**config.mk**
```make
export PLATFORM = sky130hd
export DESIGN_NAME = mole_anim_scheduler
export DESIGN_NICKNAME = d
export VERILOG_FILES = /design/src/rtl/mole_anim_scheduler_pkg.sv /design/src/rtl/mole_hole_fsm.sv /design/src/rtl/mole_anim_scheduler.sv
export SDC_FILE = /design/constraint.sdc
export NUM_CORES = 1
export LEC_CHECK = 0
export CORE_MARGIN = 2
export CORE_UTILIZATION = 50
export DETAILED_ROUTE_END_ITERATION = 7
export PLACE_DENSITY = 0.7
export SYNTH_ARGS = -nofsm -noshare
export SYNTH_HDL_FRONTEND = slang
export SYNTH_SLANG_ARGS = --single-unit
```
**constraint.sdc**
```tcl
create_clock -name clk -period 3 [get_ports clk]
set_input_delay 0.3 -clock clk [delete_from_list [all_inputs] [get_ports clk]]
set_output_delay 0.3 -clock clk [all_outputs]
set_load 0.03 [all_outputs]
```
**src/rtl/mole_anim_scheduler_pkg.sv**
```systemverilog
// Shared whack-a-mole animation types and default sizing, also used by the display top.
package mole_anim_scheduler_pkg;

  typedef enum logic [1:0] {
    IDLE = 2'd0,
    RISE = 2'd1,
    HOLD = 2'd2,
    FALL = 2'd3
  } hole_state_e;

  localparam int NUM_HOLES      = 9;
  localparam int FRAME_W        = 5;
  localparam int DEF_TICK_DIV   = 3125000;
  localparam int DEF_FRAMES     = 16;
  localparam int DEF_HOLD_TICKS = 16;

endpackage

```
**src/rtl/mole_hole_fsm.sv**
```systemverilog
// Single-hole rise/hold/fall sequencer with its own frame index and hold counter.
module mole_hole_fsm
  import mole_anim_scheduler_pkg::*;
#(
  parameter int FRAMES     = DEF_FRAMES,
  parameter int HOLD_TICKS = DEF_HOLD_TICKS,
  parameter int FW         = FRAME_W
) (
  input  logic          clk,
  input  logic          rst_n,
  input  logic          tick_i,
  input  logic          start_i,
  input  logic          hit_i,
  input  logic          enable_i,
  output hole_state_e   state_o,
  output logic [FW-1:0] frame_o,
  output logic          miss_o,
  output logic          hit_ok_o
);

  localparam int HW = (HOLD_TICKS > 1) ? $clog2(HOLD_TICKS) : 1;

  hole_state_e   state_q, state_d;
  logic [FW-1:0] frame_q, frame_d;
  logic [HW-1:0] hold_q, hold_d;
  logic          struck_q, struck_d;
  logic          miss_q, miss_d;

  always_ff @(posedge clk or negedge rst_n) begin
    if (!rst_n) begin
      state_q  <= IDLE;
      frame_q  <= '0;
      hold_q   <= '0;
      struck_q <= 1'b0;
      miss_q   <= 1'b0;
    end else begin
      state_q  <= state_d;
      frame_q  <= frame_d;
      hold_q   <= hold_d;
      struck_q <= struck_d;
      miss_q   <= miss_d;
    end
  end

  // A hit always beats a coincident tick: the mole starts falling from where it is.
  always_comb begin
    state_d  = state_q;
    frame_d  = frame_q;
    hold_d   = hold_q;
    struck_d = struck_q;
    miss_d   = 1'b0;
    if (!enable_i) begin
      state_d  = IDLE;
      frame_d  = '0;
      hold_d   = '0;
      struck_d = 1'b0;
    end else begin
      case (state_q)
        IDLE: begin
          if (start_i) begin
            state_d  = RISE;
            frame_d  = FW'(1);
            struck_d = 1'b0;
          end
        end
        RISE: begin
          if (hit_i) begin
            state_d  = FALL;
            struck_d = 1'b1;
          end else if (tick_i) begin
            if (frame_q == FW'(FRAMES)) begin
              state_d = HOLD;
              hold_d  = '0;
            end else begin
              frame_d = frame_q + FW'(1);
            end
          end
        end
        HOLD: begin
          if (hit_i) begin
            state_d  = FALL;
            struck_d = 1'b1;
          end else if (tick_i) begin
            if (hold_q == HW'(HOLD_TICKS - 1)) begin
              state_d = FALL;
            end else begin
              hold_d = hold_q + HW'(1);
            end
          end
        end
        FALL: begin
          if (tick_i) begin
            if (frame_q == FW'(1)) begin
              state_d = IDLE;
              frame_d = '0;
              miss_d  = !struck_q;
            end else begin
              frame_d = frame_q - FW'(1);
            end
          end
        end
        default: state_d = IDLE;
      endcase
    end
  end

  always_comb begin
    state_o  = state_q;
    frame_o  = frame_q;
    miss_o   = miss_q;
    hit_ok_o = enable_i && hit_i && ((state_q == RISE) || (state_q == HOLD));
  end

endmodule

```
**src/rtl/mole_anim_scheduler.sv**
```systemverilog
// Whack-a-mole animation scheduler: frame tick, spawn/hit decode, one FSM per hole.
module mole_anim_scheduler
  import mole_anim_scheduler_pkg::*;
#(
  parameter int N_HOLES    = NUM_HOLES,
  parameter int TICK_DIV   = DEF_TICK_DIV,
  parameter int FRAMES     = DEF_FRAMES,
  parameter int HOLD_TICKS = DEF_HOLD_TICKS,
  parameter int FW         = FRAME_W
) (
  input  logic                  clk,
  input  logic                  rst_n,
  input  logic                  enable,
  input  logic                  spawn_valid,
  input  logic [3:0]            spawn_hole,
  output logic                  spawn_ready,
  input  logic                  hit_valid,
  input  logic [3:0]            hit_hole,
  output logic                  hit_ack,
  output logic                  hit_nack,
  output logic [N_HOLES-1:0]    miss_mask,
  output logic [N_HOLES-1:0]    map,
  output logic [N_HOLES*FW-1:0] frame_flat
);

  localparam int TW = (TICK_DIV > 1) ? $clog2(TICK_DIV) : 1;

  logic [TW-1:0]      tick_cnt_q, tick_cnt_d;
  logic               tick;
  logic [N_HOLES-1:0] idle_vec, start_vec, hit_vec, hit_ok_vec, miss_vec;
  logic               spawn_idle;
  logic               hit_ack_q, hit_ack_d, hit_nack_q, hit_nack_d;

  always_comb begin
    tick       = enable && (tick_cnt_q == TW'(TICK_DIV - 1));
    tick_cnt_d = (!enable || tick) ? '0 : tick_cnt_q + TW'(1);
  end

  // Out-of-range hole indices match no hole, so they are never ready and always nacked.
  always_comb begin
    spawn_idle = 1'b0;
    start_vec  = '0;
    hit_vec    = '0;
    for (int i = 0; i < N_HOLES; i++) begin
      if (spawn_hole == 4'(i)) spawn_idle = idle_vec[i];
    end
    spawn_ready = enable && spawn_idle;
    for (int i = 0; i < N_HOLES; i++) begin
      start_vec[i] = spawn_valid && spawn_ready && (spawn_hole == 4'(i));
      hit_vec[i]   = hit_valid && enable && (hit_hole == 4'(i));
    end
  end

  always_comb begin
    hit_ack_d  = |hit_ok_vec;
    hit_nack_d = hit_valid && !(|hit_ok_vec);
  end

  always_ff @(posedge clk or negedge rst_n) begin
    if (!rst_n) begin
      tick_cnt_q <= '0;
      hit_ack_q  <= 1'b0;
      hit_nack_q <= 1'b0;
    end else begin
      tick_cnt_q <= tick_cnt_d;
      hit_ack_q  <= hit_ack_d;
      hit_nack_q <= hit_nack_d;
    end
  end

  for (genvar g = 0; g < N_HOLES; g++) begin : g_hole
    hole_state_e   st;
    logic [FW-1:0] fr;

    mole_hole_fsm #(
      .FRAMES     (FRAMES),
      .HOLD_TICKS (HOLD_TICKS),
      .FW         (FW)
    ) u_fsm (
      .clk      (clk),
      .rst_n    (rst_n),
      .tick_i   (tick),
      .start_i  (start_vec[g]),
      .hit_i    (hit_vec[g]),
      .enable_i (enable),
      .state_o  (st),
      .frame_o  (fr),
      .miss_o   (miss_vec[g]),
      .hit_ok_o (hit_ok_vec[g])
    );

    assign idle_vec[g]            = (st == IDLE);
    assign frame_flat[g*FW +: FW] = fr;
  end

  assign map       = ~idle_vec;
  assign miss_mask = miss_vec;
  assign hit_ack   = hit_ack_q;
  assign hit_nack  = hit_nack_q;

endmodule

```
### Word level (Yosys, flattened, before mapping)

Index checks and enable logic that the tools add are counted.

* add/sub/neg operators: 28
* eq/ne operators: 233
* multiplexer cells: 325
* bitwise logic cells: 1
* reductions and logical operators: 119

Operators by type and width (number)
* $mux W5: 63
* $mux W4: 63
* $mux W2: 90
* $ne A3 B3 Y1 const B: 60
* $ne A3 B2 Y1 const B: 48
* $pmux W5 S3: 9
* $reduce_and A7 Y1: 18
* $ne A4 B2 Y1 const B: 20
* $mux W1: 72
* $pmux W2 S4: 9
* $pmux W4 S2: 9
* $ne A4 B3 Y1 const B: 16
* $reduce_and A6 Y1: 9
* $add A5 B1 Y5 const B: 9
* $eq A5 B1 Y1 const B: 9
* $eq A5 B5 Y1 const B: 9
* $sub A5 B1 Y5 const B: 9
* $eq A4 B4 Y1 const B: 11
* $logic_and A1 B1 Y1: 41
* $add A4 B1 Y4 const B: 9
* $eq A2 B2 Y1 const B: 18
* $ne A4 B1 Y1 const B: 9
* $eq A4 B3 Y1 const B: 8
* $ne A3 B1 Y1 const B: 9
* other kinds (15): 79

* bits in registers: 141
* input port bits: 13
* output and inout port bits: 66

### Depth between registers and ports, before layout

* depth after elaboration: 16
* gate-level depth with buffers: 10
* depth with buffers taken out: 8

### Modules after synthesis

A second synthesis with hierarchy kept.

* cells, all modules: 1187
* area, all modules: 10958.0 µm²

By module, submodules not included
* mole_hole_fsm at g_hole[3].u_fsm ...: instances 5, cells an instance 106, area an instance 1026.0 µm², seq. area each 325.3 µm²
* mole_hole_fsm at g_hole[0].u_fsm ...: instances 2, cells an instance 113, area an instance 1042.2 µm², seq. area each 325.3 µm²
* mole_anim_scheduler: instances 1, cells an instance 193, area an instance 1677.9 µm², seq. area each 600.6 µm²
* mole_hole_fsm at g_hole[8].u_fsm: instances 1, cells an instance 118, area an instance 1058.5 µm², seq. area each 325.3 µm²
* mole_hole_fsm at g_hole[2].u_fsm: instances 1, cells an instance 120, area an instance 1007.2 µm², seq. area each 325.3 µm²

### Worst setup path before layout

No wires, ideal clock.

* path kind: reg2reg
* from: register g_hole[1].u_fsm.frame_q[0]
* to: register g_hole[1].u_fsm.hold_q[2]
* setup time: 69 ps
* arrival time: 2295 ps
* required time: 2931 ps
* setup slack: 636 ps
* cell stages (with the launch flop): 9
* period minus slack after synthesis: 2364 ps
* cells stage by stage: dfrtp_1 inv_1 ha_1 nand4bb_1 a21oi_1 o2bb2ai_2 or4b_1 or4b_1 nand3_1

* word-level cells in the longest chain between the ends: 3

RTL lines
* start: declaration: RTL line mole_hole_fsm.sv:24 `logic [FW-1:0] frame_q, frame_d;`
* start signal: assignment: RTL line mole_hole_fsm.sv:38 `frame_q <= frame_d;`
* $eq A5 B5 Y1: RTL line mole_hole_fsm.sv:71 `if (frame_q == FW'(FRAMES)) begin`
* $ne A3 B2 Y1 (no source line)
* $reduce_and A7 Y1 (no source line)
* end signal: assignment: RTL line mole_hole_fsm.sv:39 `hold_q <= hold_d;`
* end: declaration: RTL line mole_hole_fsm.sv:25 `logic [HW-1:0] hold_q, hold_d;`

Every way passes these cells.
A chain may end at the register's enable or synchronous reset.

### Worst setup path after layout

* from: register g_hole[7].u_fsm.state_q[0]
* to: output port spawn_ready

* word-level cells in the longest chain between the ends: 4

RTL lines
* start: declaration: RTL line mole_hole_fsm.sv:23 `hole_state_e state_q, state_d;`
* start signal: assignment: RTL line mole_hole_fsm.sv:37 `state_q <= state_d;`
* $logic_not A2 Y1: RTL line mole_anim_scheduler.sv:92 `assign idle_vec[g] = (st == IDLE);`
* $mux W1 (2 in a row): RTL line mole_anim_scheduler.sv:45 `if (spawn_hole == 4'(i)) spawn_idle = idle_vec[i];`
* $logic_and A1 B1 Y1: RTL line mole_anim_scheduler.sv:47 `spawn_ready = enable && spawn_idle;`
* end: declaration: RTL line mole_anim_scheduler.sv:16 `output logic spawn_ready,`

Every way passes these cells.

==> metrics.cfg <==
[run_status]
status=complete, no violations

[timing]
rsz0062_at_grt=false
finalCritPeriodShare=0.903
min_period_ps=2710
setup_tns_ps=0
fmax_mhz=369
finalMaxSlewViolations=0
finalHoldViolations=0
slew_headroom=0.481
worst_slack_ps=291
fin_skew_ps=7.82
whs_ps=324
tightestPinTransition_ps=779
finalSetupViolations=0

[floorplanning]
core_area_um2=21000
start_util=0.511
die_w_um=151
die-area_um2=22700
pin_count=79
row_count=53
die_h_um=151

[power_and_ir_drop]
sw_frac_of_total=0.418
seqPwrFrac=0.276
powerDensity_nw_per_um2=745
ir_worst_vdd_uv=445
p_int_mw=5.43
p_total_mw=9.33
p_comb_frac=0.464
leakagePower_nw=5.18
p_switching_mw=3.90
pwr-share-clk=0.261

[setup_path]
crit_type=flip-flop to output port
worst_ep_required_time_ps=2700
cp.arrival_ps=2410
crit_start=g_hole[7].u_fsm.state_o[0]$_DFFE_PN0P_
critPathLaunchType=flip-flop
cp-end-kind=output port
crit_fanout=7
critPathSlowestCell=dfrtp_1
critPathMaxStageDelay_ps=440
r2r-start=g_hole[2].u_fsm.state_o[0]$_DFFE_PN0P_
cp_cell_sequence=inv_1 > ha_1 > mux2i_1 > o31a_1 > o31ai_1 > o221a_2 > buf_4

[clocking]
cts-resized-gates=0
cts_max_level=4
tritoncts=yes
cts.sinks=141
path_clk_slew_ps=60
clock_latency_ps=430
cts.path.max_buffers=2
clockRootBuffer=clkbuf_16
numCtsBuffers=17

[final_layout]
antenna_cells=0
fin_cells=1637
synthToLayoutAreaGrowth_pct=16.5
utilization=0.595
fin_nets=1438
drive_above_1_share=0.0808
finalInstanceArea_um2=12500

[logic_synthesis]
synth_top_family_by_area=compound AO/OA/AOI/OAI gates
synth_top_cell_by_area=dfrtp_1
yosys.area_share.xor_xnor=0.0163
synth-edff-count=0
ys_top_cells_by_area=dfrtp_1 (33%), ha_1 (8.7%), o21ai_0 (5.6%)
syn_avg_cell_area_um2=8.39
async_flop_share=1.00
ys_ff_latch=141
synth-simple-area-share=0.242
yosysTopAreaCellShare=0.329
synth_adder_area_share=0.0874
yosys_warnings=0
syn_area_um2=10700
synth_compound_area_frac=0.246
synthCells=1279
yosysSeqAreaShare=0.329
synth_nets=1367
synthFlopType=dfrtp_1
synth_cell_types=101
synthMuxAreaShare=0.0294

[routing]
antenna_left=0
detail_route.drc_violations=0
via_per_inst=6.14
routed_wirelength_um=29800
drtPass1Iterations=6
wl_per_cell_um=18.2
vias=10100
drtIter0Drc=800

[global_route]
grt_overflow_total=0
grt_max_degree=60
grt_pass1_vias=9457
grt_pass1_wl_um=49000
antenna_found_initial=0
globalRouteTotalUtil=0.270

[min_path]
hp-class=input port to flip-flop
hold_start=enable

[job]
cap_viol_max_count=0

[place]
place_hpwl_um=21100
pre_cts_ws_ps=142
gp_congestion=0.886
port_buffers=78
placed_area_um2=11800
dp_cells=1605

## flip-flops by register name, summed over array words and instances (netlist names)
name	count
g_hole.u_fsm.frame_o	45
g_hole.u_fsm.hold_q	36
g_hole.u_fsm.miss_o	9
g_hole.u_fsm.state_o	18
g_hole.u_fsm.struck_q	9
hit_ack	1
hit_nack	1
tick_cnt_q	22
## cells in the mapped netlist, drive strengths merged (16+ instances only)
cell type	number
dfrtp	141
nand2	137
o21ai	127
nor2	96
nand3	85
ha	75
a21oi	66
inv	65
nor3	37
buf	31
clkbuf	31
o31ai	28
mux2i	27
a211oi	17
nor2b	17
a31oi	16
nand2b	16
## area by class of cell
class	instances	area (um^2)
clock buffers	20	447
inverters	66	248
clock inverters	11	215
flip-flops and latches	141	3530
fillers	1860	8510
repair buffers	114	1060
well taps	275	344
multi-input cells	1010	6670
## power groups by stage
stage          Combinational (mW)  Clock (mW)  Sequential, mW
3_5_place_dp                 4.26           0            2.60
6_report                     4.32        2.43            2.57
3_3_place_gp                 4.19           0            2.59
4_1_cts                      4.29        2.46            2.57
5_1_grt                      4.78        2.55            2.63
2_1_floorplan                2.81           0            2.76
## cell usage in the layout (no fill, tap or decap), types with 6 or more instances in the layout
master,count
dfrtp_1,141
nand2_1,135
o21ai_0,120
nor2_1,94
nand3_1,81
ha_1,75
clkdlybuf4s50_1,75
inv_1,64
a21oi_1,64
nor3_1,37
buf_4,36
mux2i_1,27
o31ai_1,27
nor2b_1,17
clkbuf_16,17
nand2b_1,16
a31oi_1,16
and3_1,15
a211oi_1,15
xor2_1,13
o211ai_1,12
a21o_1,12
nor4b_1,11
a22oi_1,11
nand4_1,10
o22ai_1,9
a32oi_1,8
o221ai_1,8
xnor2_1,7
and2_1,6
nand4b_1,6
a22o_1,6
o21ai_1,6
o21bai_1,6
a21boi_0,6
bufinv_16,6
## critical path: cells and delay by family (launching register included)
kind	cells	cell delay [ps]
flip-flops	1	440
buffers and inverters	2	280
multiplexers	1	130
adder cells (fa/ha/maj)	1	360
AO/OA/AOI/OAI	3	770
## timing repair
action                    in CTS  in global routing
hold buffers                   1                  0
hold endpoints to repair      57                  0
setup buffers                  0                  0
## metal layers
| layer | wire (um) | track usage | vias up |
|---|---|---|---|
| met5 | 0 | 0 | - |
| met4 | 580 | 0.0821 | 0 |
| met3 | 2070 | 0.0588 | 36 |
| met2 | 13400 | 0.413 | 339 |
| met1 | 13700 | 0.383 | 4809 |
| li1 | - | - | 4870 |
## logic make-up (layout without fill, tap and decap cells)
group	Yosys count	after routing
xor+xnor	20	20
flops	141	141
fa+ha+maj	75	75
simple gates	489	489
compound gates	395	395
buf+inv	128	211
mux	31	31
## worst paths after layout
path / endpoint / depth (start not counted) / slack [ps]
worst max-delay path: spawn_ready / 7 / 290
worst min-delay path: g_hole[2].u_fsm.hold_q[0]$_DFFE_PN0P_ / 3 / 320
worst max register to register: g_hole[0].u_fsm.frame_o[4]$_DFFE_PN0P_ / 8 / 300
worst min register to register: g_hole[7].u_fsm.miss_o$_DFF_PN0_ / 1 / 470
max in group asynchronous: tick_cnt_q[16]$_DFF_PN0_ / 3 / 1780
min in group asynchronous: g_hole[5].u_fsm.frame_o[2]$_DFFE_PN0P_ / 2 / 430
No activity file was read; power rests on OpenSTA's default activity.
